--- config.mk ---
export PLATFORM = sky130hd
export DESIGN_NAME = ex_mul_unit
export DESIGN_NICKNAME = d
export VERILOG_FILES = /design/src/rtl/ex_mul_unit.sv
export SDC_FILE = /design/constraint.sdc
export NUM_CORES = 1
export LEC_CHECK = 0
export BUFFER_PORTS_ARGS = -buffer_cell sky130_fd_sc_hd__buf_2
export CORE_MARGIN = 2
export CORE_UTILIZATION = 60
export DETAILED_ROUTE_END_ITERATION = 10
export GPL_TIMING_DRIVEN = 0
export PLACE_DENSITY = 0.85
export SLEW_MARGIN = 15
export SYNTH_ARGS = -nofsm -noshare
export SYNTH_HDL_FRONTEND = slang
export SYNTH_SLANG_ARGS = --single-unit
--- constraint.sdc ---
create_clock -name clk -period 7 [get_ports clk]
set_input_delay 0.35 -clock clk [delete_from_list [all_inputs] [get_ports clk]]
set_output_delay 0.35 -clock clk [all_outputs]
set_load 0.02 [all_outputs]
--- src/rtl/ex_mul_unit.sv ---
// Iterative shift-add 64x64 multiplier for the RV64 execute stage.
// Stalls the front end while iterating and returns a one-cycle completion.
module ex_mul_unit #(
  parameter int unsigned XLEN           = 64,
  parameter int unsigned BITS_PER_CYCLE = 1
) (
  input  logic            clk,
  input  logic            rst,
  input  logic            start_in,
  input  logic [1:0]      op_in,
  input  logic [XLEN-1:0] rs1Data_in,
  input  logic [XLEN-1:0] rs2Data_in,
  input  logic [4:0]      rd_in,
  input  logic            flush_in,
  output logic            stall_out,
  output logic            done_out,
  output logic [XLEN-1:0] result_out,
  output logic [4:0]      rd_out,
  output logic            RegWrite_out
);

  localparam int unsigned STEPS  = XLEN / BITS_PER_CYCLE;
  localparam int unsigned CNT_W  = $clog2(STEPS + 1);
  localparam int unsigned ACC_W  = 2 * XLEN;
  localparam int unsigned PART_W = XLEN + BITS_PER_CYCLE;

  typedef enum logic [1:0] {
    OP_MUL    = 2'b00,
    OP_MULH   = 2'b01,
    OP_MULHSU = 2'b10,
    OP_MULHU  = 2'b11
  } mul_op_e;

  typedef enum logic [1:0] {
    S_IDLE,
    S_CALC,
    S_DONE
  } state_e;

  state_e            state_q, state_d;
  mul_op_e           op_q, op_dec;
  logic [CNT_W-1:0]  cnt_q;
  logic [ACC_W-1:0]  acc_q;
  logic [XLEN-1:0]   mcand_q;
  logic [XLEN-1:0]   mplier_q;
  logic              neg_q;
  logic [4:0]        rd_q;

  logic              accept;
  logic              last_step;
  logic              rs1_neg, rs2_neg;
  logic [XLEN-1:0]   rs1_abs, rs2_abs;
  logic [PART_W-1:0] partial;
  logic [PART_W-1:0] sum;
  logic [ACC_W-1:0]  acc_step;
  logic [ACC_W-1:0]  prod;

  // Operand magnitudes; MULHU never sign-interprets, MULHSU only rs1.
  always_comb begin
    op_dec  = mul_op_e'(op_in);
    rs1_neg = (op_dec != OP_MULHU) && rs1Data_in[XLEN-1];
    rs2_neg = ((op_dec == OP_MUL) || (op_dec == OP_MULH)) && rs2Data_in[XLEN-1];
    rs1_abs = rs1_neg ? (~rs1Data_in + 1'b1) : rs1Data_in;
    rs2_abs = rs2_neg ? (~rs2Data_in + 1'b1) : rs2Data_in;
  end

  // Upper half absorbs mcand * digit, then the whole accumulator shifts right;
  // after STEPS iterations it holds the unsigned product.
  always_comb begin
    partial = '0;
    for (int unsigned i = 0; i < BITS_PER_CYCLE; i++) begin
      if (mplier_q[i]) partial = partial + (PART_W'(mcand_q) << i);
    end
    sum      = PART_W'(acc_q[ACC_W-1:XLEN]) + partial;
    acc_step = ACC_W'({sum, acc_q[XLEN-1:0]} >> BITS_PER_CYCLE);
    prod     = neg_q ? (~acc_step + 1'b1) : acc_step;
  end

  always_comb begin
    accept    = (state_q == S_IDLE) && start_in && !flush_in;
    last_step = (state_q == S_CALC) && (cnt_q == CNT_W'(1));
  end

  always_comb begin
    state_d = state_q;
    case (state_q)
      S_IDLE:  if (accept) state_d = S_CALC;
      S_CALC:  if (last_step) state_d = S_DONE;
      S_DONE:  state_d = S_IDLE;
      default: state_d = S_IDLE;
    endcase
    if (flush_in) state_d = S_IDLE;
  end

  always_comb begin
    stall_out    = rst && ((accept) || (state_q == S_CALC));
    done_out     = (state_q == S_DONE) && !flush_in;
    RegWrite_out = done_out && (rd_out != 5'd0);
  end

  always_ff @(posedge clk or negedge rst) begin
    if (!rst) begin
      state_q <= S_IDLE;
    end else begin
      state_q <= state_d;
    end
  end

  always_ff @(posedge clk or negedge rst) begin
    if (!rst) begin
      op_q       <= OP_MUL;
      cnt_q      <= '0;
      acc_q      <= '0;
      mcand_q    <= '0;
      mplier_q   <= '0;
      neg_q      <= 1'b0;
      rd_q       <= '0;
      result_out <= '0;
      rd_out     <= '0;
    end else if (accept) begin
      op_q     <= op_dec;
      rd_q     <= rd_in;
      mcand_q  <= rs1_abs;
      mplier_q <= rs2_abs;
      neg_q    <= rs1_neg ^ rs2_neg;
      acc_q    <= '0;
      cnt_q    <= CNT_W'(STEPS);
    end else if ((state_q == S_CALC) && !flush_in) begin
      acc_q    <= acc_step;
      mplier_q <= mplier_q >> BITS_PER_CYCLE;
      cnt_q    <= cnt_q - 1'b1;
      if (last_step) begin
        result_out <= (op_q == OP_MUL) ? prod[XLEN-1:0] : prod[ACC_W-1:XLEN];
        rd_out     <= rd_q;
      end
    end
  end

endmodule

==> results.yml <==
worst_setup_path:
  crit_slowest_cell: "or4_4"
  timing.rr.end: "result_out[62]$_DFFE_PN0P_"
  r2r_slack_ns: 0.15
  crit_path_max_fanout: 10
  path_cells: "clkbuf_1 > and2_1 > ha_1 > inv_1 > fa_1 > nand2b_1 > a211oi_2 > o211ai_1 > nand2_1 > a311oi_1 > or4_4 > or4_1 > or4b_4 > or4_1 > buf_2 > o41ai_2 > xor2_1 > o221ai_1"
  critical_path.startpoint_type: "register"
  slowest_delay_ns: 0.65
  critical_path_buf_inv_count: 3
  cp_common_cell: "or4_1"
  rr_worst_depth: 18
  required_ns: 7.42
  crit_family: "simple AND/OR/NAND/NOR gates"
  timing.rr.start: "mplier_q[0]$_DFFE_PN0P_"
  path_class: "reg -> reg"
  crit_arrival_ns: 7.27
  endpoint_kind: "register"
floorplanning:
  start_util_pct: 60.7
  core_sq_um: 40700
  die_h_um: 207
  pin_count: 211
  fp-row-count: 74
  die-area_sq_um: 42800
  fp.dieW_um: 207
detailed_routing:
  drt_wl_total_um: 93600
  num_vias: 26700
  drc: 0
  viasPerCell: 6.68
  wl_per_cell_um: 23.4
  drt_iter0_drc: 3186
  antenna_left: 0
  first_pass_iters: 6
timing:
  finalWorstSetupSlack_ns: 0.150
  finalHoldViolCount: 0
  fin_crit_ns: 6.85
  slew_violations: 0
  max_slew_margin_pct: 17.8
  setup_viol: 0
  min_period_over_period_pct: 97.9
  grt_setup_unrepaired: "yes"
  fmax_mhz: 146
  max_slew.worst_pin.slew_ns: 1.22
  skew_ns: 0.0246
synth:
  synth_mux_area_share_pct: 0.415
  yosysWarnings: 0
  ys_seq_area_share_pct: 34.5
  synthesis.area_sq_um: 24700
  synth_compound_area_share_pct: 22.5
  avgSynthCellArea_sq_um: 7.78
  synth_adder_area_share_pct: 3.57
  synth-simple-area-share_pct: 25.7
  async_flop_share_pct: 100
  synth_edf_count: 0
  synth_top_family_by_area: "simple AND/OR/NAND/NOR gates"
  ys_seq_elements: 341
  synth_flop_cell: "dfrtp_1"
  synth_cells: 3177
  syn_nets: 3386
  synth_xor_area_share_pct: 9.85
  synth_cell_types: 85
final_layout:
  regArea_sq_um: 8530
  multi_input_area_sq_um: 15400
  antenna_cells: 0
  final_common_cell: "nand2_1"
  final_cell_area_sq_um: 28000
  fillers: 3300
  area_growth_pct: 13.3
  final_cell_mix: "nand2_1 (622), dfrtp_1 (341), o21ai_0 (276)"
  nets: 3650
  layout-drive-gt1-share_pct: 9.65
  stdcell_count: 4002
worst_hold_path:
  hold_class: "in -> reg"
  hold_end: "op_q[1]$_DFFE_PN0P_"
  min_from: "op_in[1]"
  whs_path_depth: 3
clock_network:
  clock_latency_ns: 0.58
  cts.sink_count: 341
  cts-buffers-inserted: 40
  clkTransAtPathRegs_ns: 0.06
  clock_path_buffers: 3
  root_buffer: "clkbuf_16"
  tritoncts: "built"
  htreeDepth: 2
placement:
  port_buffers: 210
  dp.final_hpwl_um: 71500
  place.gp.congestion: 1.02
  dp_cells: 3924
  place_area_sq_um: 26500
  place_ws_ns: -0.0147
global_routing:
  grt_pass1_vias: 25300
  gr-usage-all-layers_pct: 43.1
  grt_antenna_before_repair: 3
  grt_max_degree: 107
  grt_pass1_wl_um: 142000
  grt-ovfl-total: 0
power_and_ir_drop:
  vdd_drop_max_mv: 0.231
  p_leak_nw: 12.2
  p_per_area_nw_per_um2: 347
run:
  drv_cap: 0
status:
  outcome: "finished clean"
registers in the layout, indices dropped and copies added (netlist names):
register and flops:
rd_q 5, cnt_q 7, rd_out 5, result_out 64, mplier_q 64, op_q 2
neg_q 1, state_q 2, mcand_q 64, acc_q 127
worst max-delay path by stage:
stage	cells past startpoint	end	slack [ns]	startpoint
floorplan	17	result_out[54]$_DFFE_PN0P_	1.77	mplier_q[0]$_DFFE_PN0P_
global placement	1	mplier_q[24]$_DFFE_PN0P_	-0.76	rst
detailed placement	17	result_out[62]$_DFFE_PN0P_	-0.01	mplier_q[0]$_DFFE_PN0P_
CTS	18	result_out[62]$_DFFE_PN0P_	0.27	mplier_q[0]$_DFFE_PN0P_
global route	18	result_out[62]$_DFFE_PN0P_	-0.02	mplier_q[0]$_DFFE_PN0P_
finish	18	result_out[62]$_DFFE_PN0P_	0.15	mplier_q[0]$_DFFE_PN0P_
what timing repair did:
item | 4_1_cts | 5_1_grt
buffers inserted | 0 | 0
gates resized for setup | 1 | 3
hold buffers | 7 | 0
hold endpoints to repair | 88 | 0
endpoints found under the setup margin | 2 | 3
synth_stat cells (8+ instances only):
cell      count  share of area, %
clkbuf_1    179               2.7
dfrtp_1     341                35
inv_1        33              0.50
o41ai_1      28              0.99
a22o_1       45               1.6
xnor2_1     136               4.8
o21ai_1      12              0.24
o21a_1       19              0.58
a221oi_1      9              0.32
a21o_1       20              0.61
a211o_1      10              0.35
and3_1       15              0.38
or2_2        22              0.56
xor2_1      142               5.0
a211oi_1     12              0.36
nand2_1     622               9.4
o21ai_0     276               5.6
o211ai_1     15              0.46
or3_1        49               1.2
nor3_1       66               1.3
a31oi_1      77               1.9
nand4_1      45               1.1
buf_1        11              0.17
nor2b_1      13              0.33
or4_1        37               1.1
mux2i_1       8              0.32
ha_1         69               3.5
o31ai_1      52               1.6
nand2b_1     19              0.48
nand3b_1      8              0.24
and2_1       80               2.0
nor4_1       39              0.99
nor2_1      251               3.8
nand3_1      39              0.79
a21oi_1     249               5.0
cells by family after synthesis:
group	Yosys count
XOR/XNOR	278
flip-flops	341
adder cells (fa/ha/maj)	70
AND/OR/NAND/NOR	1349
buffers and inverters	226
AO/OA/AOI/OAI	903
multiplexers	10
cell type report:
type                       instances  area share (%)
clock buffer                      53            4.08
timing repair buffer             222            4.37
sequential                       341            30.5
multi-input combinational       2610            54.8
clock inverter                    18           0.862
inverter                          33           0.442
buffer                           193            2.60
tap                              532            2.38
routing by layer:
layer	up-vias	wire (um)	GRT usage [%]
met3	374	9890	8.60
met1	12800	35500	54.8
met2	1667	42000	68.1
met5	-	16	0
li1	11900	-	-
met4	2	6250	25.7
power by group:
part / internal, mW / switching [mW]
clock network: 1.34 / 0.917
logic: 1.51 / 3.20
registers: 2.45 / 0.326
total: 5.29 / 4.44
worst register-to-register path, delay by kind of cell, from the launching register on:
family | cells | cell delay (ns)
AOI/OAI and AO/OA | 5 | 1.37
and+or+nand+nor | 7 | 3.15
adders and majority gates | 2 | 0.68
DFF | 1 | 0.35
xor gates and xnor gates | 1 | 0.23
buffers and inverters | 3 | 0.90
per-stage QoR:
| stage | power [mW] | TNS (ns) | hold WS [ns] | util (%) |
|---|---|---|---|---|
| final | 9.73 | 0 | 0.0619 | 68.8 |
| after global placement | 7.15 | -243.07 | 0.447 | 64.9 |
| after detailed placement | 7.28 | -0.0147 | 0.386 | 65.2 |
| after CTS | 9.55 | 0 | 0.0383 | 68.7 |
| after global routing | 10.2 | -0.0245 | 0.0741 | 68.8 |
| after floorplan | 5.72 | 0 | 0.0544 | - |
No activity file was read; power rests on OpenSTA's default activity.
